`src/rtl/nibble_cpu_sequencer.sv`:
```
`default_nettype none
// ============================================================================
// Module      : nibble_cpu_sequencer
// Description : Fetch/execute sequencer for the 4-bit microcoded CPU.
//               Owns the program counter, the fetch/execute phase bit, the
//               fetched-instruction register, the C/Z flags and a saturating
//               retired-instruction counter. It forms the microcode ROM
//               address {opcode, C, Z, phase}, consumes the 13-bit control
//               word returned in the same cycle, and issues per-step strobes
//               to the datapath.
//
// Ports       :
//   clock        in   system clock, rising edge
//   reset        in   asynchronous, active-low reset
//   en           in   run enable; 0 freezes all state
//   prog_byte    in   program byte at pc: [7:4] opcode, [3:0] operand
//   prog_valid   in   prog_byte valid for the current pc
//   ctrl_word    in   microcode word for rom_addr (combinational ROM)
//   jump_addr    in   jump target from the datapath
//   alu_c/alu_z  in   ALU carry / zero results
//   rom_addr     out  {opcode, c_flag, z_flag, phase}
//   pc           out  program address
//   phase        out  0 = fetch, 1 = execute
//   operand      out  fetched operand nibble
//   c_flag/z_flag out registered flags
//   step         out  this cycle advances the machine
//   load_a, cs_ram, we_ram, oe_alu, oe_in, oe_oprnd, load_out
//                out  control-word bits gated by step
//   alu_sel      out  control-word ALU select, ungated
//   instr_count  out  retired instructions, saturating
//
// Revision    : 1.0 - initial release
// ============================================================================
module nibble_cpu_sequencer #(
    parameter int PC_W  = 12,
    parameter int CNT_W = 16
) (
    input  logic             clock,
    input  logic             reset,
    input  logic             en,
    input  logic [7:0]       prog_byte,
    input  logic             prog_valid,
    input  logic [12:0]      ctrl_word,
    input  logic [PC_W-1:0]  jump_addr,
    input  logic             alu_c,
    input  logic             alu_z,
    output logic [6:0]       rom_addr,
    output logic [PC_W-1:0]  pc,
    output logic             phase,
    output logic [3:0]       operand,
    output logic             c_flag,
    output logic             z_flag,
    output logic             step,
    output logic             load_a,
    output logic [2:0]       alu_sel,
    output logic             cs_ram,
    output logic             we_ram,
    output logic             oe_alu,
    output logic             oe_in,
    output logic             oe_oprnd,
    output logic             load_out,
    output logic [CNT_W-1:0] instr_count
);

    // ------------------------------------------------------------------------
    // Phase state encoding
    // ------------------------------------------------------------------------
    localparam logic [0:0] c_fetch   = 1'b0;
    localparam logic [0:0] c_execute = 1'b1;

    // Control word field positions
    localparam int c_inc_pc     = 12;
    localparam int c_load_pc    = 11;
    localparam int c_load_a     = 10;
    localparam int c_load_flags = 9;
    localparam int c_cs_ram     = 5;
    localparam int c_we_ram     = 4;
    localparam int c_oe_alu     = 3;
    localparam int c_oe_in      = 2;
    localparam int c_oe_oprnd   = 1;
    localparam int c_load_out   = 0;

    // ------------------------------------------------------------------------
    // Registered state
    // ------------------------------------------------------------------------
    logic [0:0]       r_state;
    logic [PC_W-1:0]  r_pc;
    logic [7:0]       r_instr;
    logic             r_c_flag;
    logic             r_z_flag;
    logic [CNT_W-1:0] r_instr_count;

    // ------------------------------------------------------------------------
    // Combinational signals
    // ------------------------------------------------------------------------
    logic [0:0]       w_state_nxt;
    logic             w_step;
    logic             w_inc_pc;
    logic             w_load_pc;
    logic             w_load_flags;

    // ------------------------------------------------------------------------
    // Phase state register
    // ------------------------------------------------------------------------
    always_ff @(posedge clock or negedge reset) begin
        if (!reset) begin
            r_state <= c_fetch;
        end else begin
            r_state <= w_state_nxt;
        end
    end

    // ------------------------------------------------------------------------
    // Next-state and strobe decode
    //
    // Fetch stalls until the program byte is valid; execute always advances.
    // reset is folded into step so that no strobe can leak out while the
    // machine is held in reset (the ROM may still be presenting a fetch word).
    // ------------------------------------------------------------------------
    always_comb begin
        w_state_nxt  = r_state;
        w_step       = 1'b0;
        w_inc_pc     = 1'b0;
        w_load_pc    = 1'b0;
        w_load_flags = 1'b0;
        load_a       = 1'b0;
        cs_ram       = 1'b0;
        we_ram       = 1'b0;
        oe_alu       = 1'b0;
        oe_in        = 1'b0;
        oe_oprnd     = 1'b0;
        load_out     = 1'b0;

        w_step = reset & en & ((r_state == c_execute) | prog_valid);

        case (r_state)
            c_fetch: begin
                if (w_step) begin
                    w_state_nxt = c_execute;
                end
            end
            c_execute: begin
                if (w_step) begin
                    w_state_nxt = c_fetch;
                end
            end
            default: begin
                w_state_nxt = c_fetch;
            end
        endcase

        w_inc_pc     = ctrl_word[c_inc_pc]     & w_step;
        w_load_pc    = ctrl_word[c_load_pc]    & w_step;
        w_load_flags = ctrl_word[c_load_flags] & w_step;
        load_a       = ctrl_word[c_load_a]     & w_step;
        cs_ram       = ctrl_word[c_cs_ram]     & w_step;
        we_ram       = ctrl_word[c_we_ram]     & w_step;
        oe_alu       = ctrl_word[c_oe_alu]     & w_step;
        oe_in        = ctrl_word[c_oe_in]      & w_step;
        oe_oprnd     = ctrl_word[c_oe_oprnd]   & w_step;
        load_out     = ctrl_word[c_load_out]   & w_step;
    end

    // ------------------------------------------------------------------------
    // Program counter: jump wins over increment; increment wraps naturally.
    // ------------------------------------------------------------------------
    always_ff @(posedge clock or negedge reset) begin
        if (!reset) begin
            r_pc <= '0;
        end else if (w_load_pc) begin
            r_pc <= jump_addr;
        end else if (w_inc_pc) begin
            r_pc <= r_pc + PC_W'(1);
        end
    end

    // ------------------------------------------------------------------------
    // Instruction register: captured on the fetch->execute edge. During the
    // following fetch it still holds the previous opcode, which is harmless
    // because the microcode returns the fetch word for every phase-0 address.
    // ------------------------------------------------------------------------
    always_ff @(posedge clock or negedge reset) begin
        if (!reset) begin
            r_instr <= '0;
        end else if (w_step && (r_state == c_fetch)) begin
            r_instr <= prog_byte;
        end
    end

    // ------------------------------------------------------------------------
    // Flags
    // ------------------------------------------------------------------------
    always_ff @(posedge clock or negedge reset) begin
        if (!reset) begin
            r_c_flag <= 1'b0;
            r_z_flag <= 1'b0;
        end else if (w_load_flags) begin
            r_c_flag <= alu_c;
            r_z_flag <= alu_z;
        end
    end

    // ------------------------------------------------------------------------
    // Retired-instruction counter: an instruction retires on the
    // execute->fetch edge. Saturates rather than wrapping so that long runs
    // never read back as a small count.
    // ------------------------------------------------------------------------
    always_ff @(posedge clock or negedge reset) begin
        if (!reset) begin
            r_instr_count <= '0;
        end else if (w_step && (r_state == c_execute) && (r_instr_count != '1)) begin
            r_instr_count <= r_instr_count + CNT_W'(1);
        end
    end

    // ------------------------------------------------------------------------
    // Outputs
    // ------------------------------------------------------------------------
    assign rom_addr    = {r_instr[7:4], r_c_flag, r_z_flag, r_state};
    assign pc          = r_pc;
    assign phase       = r_state;
    assign operand     = r_instr[3:0];
    assign c_flag      = r_c_flag;
    assign z_flag      = r_z_flag;
    assign step        = w_step;
    assign alu_sel     = ctrl_word[8:6];
    assign instr_count = r_instr_count;

endmodule
`default_nettype wire

```
`config.mk`:
```
export PLATFORM = sky130hd
export DESIGN_NAME = nibble_cpu_sequencer
export DESIGN_NICKNAME = d
export VERILOG_FILES = /design/src/rtl/nibble_cpu_sequencer.sv
export SDC_FILE = /design/constraint.sdc
export NUM_CORES = 1
export LEC_CHECK = 0
export ABC_CLOCK_PERIOD_IN_PS = 2700
export CAP_MARGIN = 20
export CORE_MARGIN = 4
export CORE_UTILIZATION = 41
export DETAILED_ROUTE_END_ITERATION = 10
export PLACE_DENSITY = 0.84
export SETUP_SLACK_MARGIN = 0.2
export SLEW_MARGIN = 20
export SYNTH_ARGS = -nofsm -noshare
export SYNTH_HDL_FRONTEND = slang
export SYNTH_SLANG_ARGS = --single-unit
```
`constraint.sdc`:
```
create_clock -name clock -period 2.7 [get_ports clock]
set_input_delay 0.81 -clock clock [delete_from_list [all_inputs] [get_ports clock]]
set_output_delay 0.81 -clock clock [all_outputs]
set_load 0.1 [all_outputs]
```
==> flow_metrics.py <==
metrics = {
    "pwr": {
        "power_density_mw_per_mm2": 1240,
        "ir_drop_v": 0.00106,
        "power_mw": 3.82,
        "leakage_nw": 1.44,
    },
    "clocking": {
        "clock_tree.root_cell": "sky130_fd_sc_hd__clkbuf_8",
        "cts_buffers": 5,
        "clk_path_buf_depth": 2,
        "clk_transition_reported_paths_ps": 80,
        "worst_skew_pair.late_latency_ps": 290,
        "cts.sinks": 39,
        "holdBufCountCts": 0,
        "htree_num_levels": 2,
        "tritoncts_clock_tree": "done",
    },
    "sta": {
        "grt_setup_unrepaired": "yes",
        "max_slew_margin_pct": 59.1,
        "worstMarginPinSlew_ps": 609,
        "worst_setup_skew_after_layout_ps": 6.00,
        "report.final.slew_viol_count": 0,
        "fin_crit_sh_pct": 90.1,
        "max_freq_mhz": 411,
        "finalWorstPathRequiredPeriod_ps": 2430,
        "report.final.setup_viol": 0,
        "timing_hold_violations_final": 0,
    },
    "min_path": {
        "worstHoldPathType": "reg -> reg",
    },
    "floorplanning": {
        "dieArea_mm2": 0.00612,
        "std_cell_rows": 25,
        "die_w_um": 78.2,
        "ioPinCount": 92,
        "floorplan.initialDensity_pct": 42.5,
        "dieHeight_um": 78.2,
        "core_area_mm2": 0.00475,
    },
    "worst_setup_path": {
        "critPathLaunchType": "primary input",
        "worstPathBufferInverterCount": 3,
        "crit_path_max_fanout": 5,
        "cpPeakStageDelay_ps": 260,
        "slowest_stage": "sky130_fd_sc_hd__dlygate4sd2_1",
        "worst_path_dominant_cell_family": "buffers and inverters",
        "cp_cell_sequence": "dlygate4sd2_1, o211ai_4, clkinv_4, and2_4, buf_12",
        "critPathKind": "in -> out",
        "worst_path_arrival_time_ps": 1620,
        "cp_data_required_time_ps": 1890,
        "critical_path.endpoint_type": "primary output",
    },
    "job": {
        "max_cap_violations": 0,
    },
    "synth": {
        "syn_nets": 235,
        "mappedNetlistArea_mm2": 0.00202,
        "yosys-top-cells-area": "sky130_fd_sc_hd__dfrtp_1 48%, sky130_fd_sc_hd__mux2_2 6.7%, sky130_fd_sc_hd__xor2_1 5.2%, sky130_fd_sc_hd__xnor2_1 3.5%, sky130_fd_sc_hd__nor2_1 3.3%",
        "ys_ff_latch": 39,
        "leading_post_synthesis_cells_by_instance_count": "39 x sky130_fd_sc_hd__dfrtp_1, 18 x sky130_fd_sc_hd__nor2_1, 13 x sky130_fd_sc_hd__a21oi_1, 12 x sky130_fd_sc_hd__mux2_2, 12 x sky130_fd_sc_hd__xor2_1",
        "synth_enable_flop_cells": 0,
        "synth.most_common_cell": "sky130_fd_sc_hd__dfrtp_1",
        "syn_avg_cell_area_um2": 10.5,
        "yosys.cell_types.count": 37,
        "seq_area_frac_synth_pct": 48.3,
        "synthCells": 192,
        "synth_async_sr_flop_share_pct": 100,
        "largest_area_contributor_in_the_netlist": "sky130_fd_sc_hd__dfrtp_1",
        "synth_top_cell_area_share_pct": 48.3,
        "synthFlopType": "sky130_fd_sc_hd__dfrtp_1",
        "yosysWarnings": 0,
    },
    "global_route": {
        "grt_remaining_overflow": 0,
        "pin_count_of_the_biggest_net_entering_global_routing": 41,
        "grt_pass1_wl_mm": 8.66,
        "antenna_found_initial": 0,
        "first_global_vias": 1816,
        "grt_util_all_layers_pct": 17.5,
    },
    "route": {
        "ant_nets": 0,
        "totalWireLength_mm": 5.05,
        "drt_pass1_iterations": 4,
        "drt-wirelength-per-cell_um": 14.3,
        "detailroute.via_count": 1781,
        "viasPerCell": 5.06,
        "drtIter0Drc": 63,
        "drc_errors": 0,
    },
    "layout": {
        "post-route-util_pct": 65.0,
        "final.fill_count": 411,
        "fraction_of_layout_instances_using_a_drive_strength_above_1_pct": 34.7,
        "area_growth_pct": 52.8,
        "nets": 327,
        "antennaDiodeCount": 0,
        "fin_area_mm2": 0.00309,
    },
    "place": {
        "place.port_buffers": 85,
        "placed_cell_area_mm2": 0.00296,
        "gpl.final_weighted_congestion": 0.808,
        "detailedPlacementHpwl_mm": 3.79,
    },
    "status": {
        "outcome": "finished clean",
    },
}
[worst register-to-register path, cell delays in order, from the launching register on]
cell                       delay, ps
sky130_fd_sc_hd__dfrtp_4         530
sky130_fd_sc_hd__o211ai_4        260
sky130_fd_sc_hd__inv_4            70
sky130_fd_sc_hd__buf_4           140
sky130_fd_sc_hd__buf_4           130
sky130_fd_sc_hd__ha_1            210
sky130_fd_sc_hd__and4_1          220
sky130_fd_sc_hd__o31ai_1         160
sky130_fd_sc_hd__nor2_1          120
sky130_fd_sc_hd__xor2_1          170
[cells in the final DEF, fill, tap and decap left out, types with 2 or more instances in the layout]
master                            instances
sky130_fd_sc_hd__buf_4                   52
sky130_fd_sc_hd__dfrtp_1                 38
sky130_fd_sc_hd__clkdlybuf4s50_1         32
sky130_fd_sc_hd__nor2_1                  18
sky130_fd_sc_hd__a21oi_1                 13
sky130_fd_sc_hd__xor2_1                  12
sky130_fd_sc_hd__mux2_2                  12
sky130_fd_sc_hd__nand3_1                 10
sky130_fd_sc_hd__nand2_1                  9
sky130_fd_sc_hd__xnor2_1                  8
sky130_fd_sc_hd__buf_12                   8
sky130_fd_sc_hd__and2_4                   7
sky130_fd_sc_hd__nand4_1                  7
sky130_fd_sc_hd__nor3_1                   6
sky130_fd_sc_hd__clkbuf_8                 6
sky130_fd_sc_hd__inv_1                    4
sky130_fd_sc_hd__o21ai_0                  4
sky130_fd_sc_hd__ha_1                     4
sky130_fd_sc_hd__o22ai_1                  3
sky130_fd_sc_hd__nor4_1                   3
sky130_fd_sc_hd__and3_1                   2
sky130_fd_sc_hd__and4_1                   2
sky130_fd_sc_hd__nor4b_1                  2
sky130_fd_sc_hd__buf_2                    2
[metal layers]
metal,global-route usage [%],vias to the layer above,part of all wire [%]
li1,-,854,-
met1,21.3,864,41
met2,30.6,57,51
met3,4.70,6,6.4
met4,4.55,0,0.83
met5,0,-,0
[final timing paths]
| kind | from | to | slack (ps) | cells after the start |
|---|---|---|---|---|
| setup / recovery | en | we_ram | 270 | 5 |
| hold / removal | instr_count[11]$_DFFE_PN0P_ | instr_count[11]$_DFFE_PN0P_ | 510 | 1 |
| setup reg to reg | phase$_DFF_PN0_ | instr_count[8]$_DFFE_PN0P_ | 580 | 9 |
| hold reg to reg | instr_count[11]$_DFFE_PN0P_ | instr_count[11]$_DFFE_PN0P_ | 510 | 1 |
| max in group asynchronous | reset | phase$_DFF_PN0_ | 1670 | 2 |
| min in group asynchronous | reset | pc[1]$_DFFE_PN0P_ | 640 | 2 |
[registers in the layout (all words and copies together), names as in the netlist]
register,flops
instr_count,16
pc,12
r_instr,8
c_flag,1
phase,1
z_flag,1
[per-stage QoR]
step | setup TNS (ps) | setup WS [ps] | cells | hold slack [ps]
finish | 0 | 268 | 352 | 510
global route | 0 | 199 | 352 | 527
CTS | 0 | 232 | 352 | 513
detailed placement | -496 | -69.5 | 341 | 497
global placement | -269 | -34.7 | 341 | 492
floorplan | 0 | 217 | 192 | 514
[kinds of logic (layout without fill, tap and decap cells)]
| family | Yosys count | in the layout | share of synthesized area [%] |
|---|---|---|---|
| compound gates | 26 | 26 | 8.17 |
| xor+xnor | 20 | 20 | 8.66 |
| fa+ha+maj | 4 | 4 | 2.48 |
| buf+inv | 16 | 109 | 4.15 |
| flops | 39 | 39 | 48.3 |
| mux | 13 | 13 | 7.24 |
| simple gates | 74 | 74 | 21.0 |
[where the power goes]
part	internal (mW)	switching, mW
registers	0.767	0.205
clock network	0.299	0.204
logic	0.534	1.81
total	1.60	2.22
[layout make-up]
cell class / instances / area, um^2 / area share (%)
clock buffers: 6 / 82.6 / 2.67
clock inverters: 2 / 35.0 / 1.13
inverters: 5 / 23.8 / 0.770
multi-input cells: 137 / 988 / 32.0
flip-flops and latches: 39 / 980 / 31.7
well taps: 67 / 83.8 / 2.71
repair buffers: 95 / 890 / 28.8
repair inverters: 1 / 6.26 / 0.203
[repair_timing]
| action | CTS | global route |
|---|---|---|
| pin swaps | 2 | 0 |
| setup endpoints to repair | 8 | 2 |
| buffers inserted | 2 | 0 |
| endpoints found under the hold margin | 0 | 0 |
| gates cloned | 1 | 0 |
| resized for setup | 5 | 1 |
Note: power is estimated with default switching activity, not from simulation.
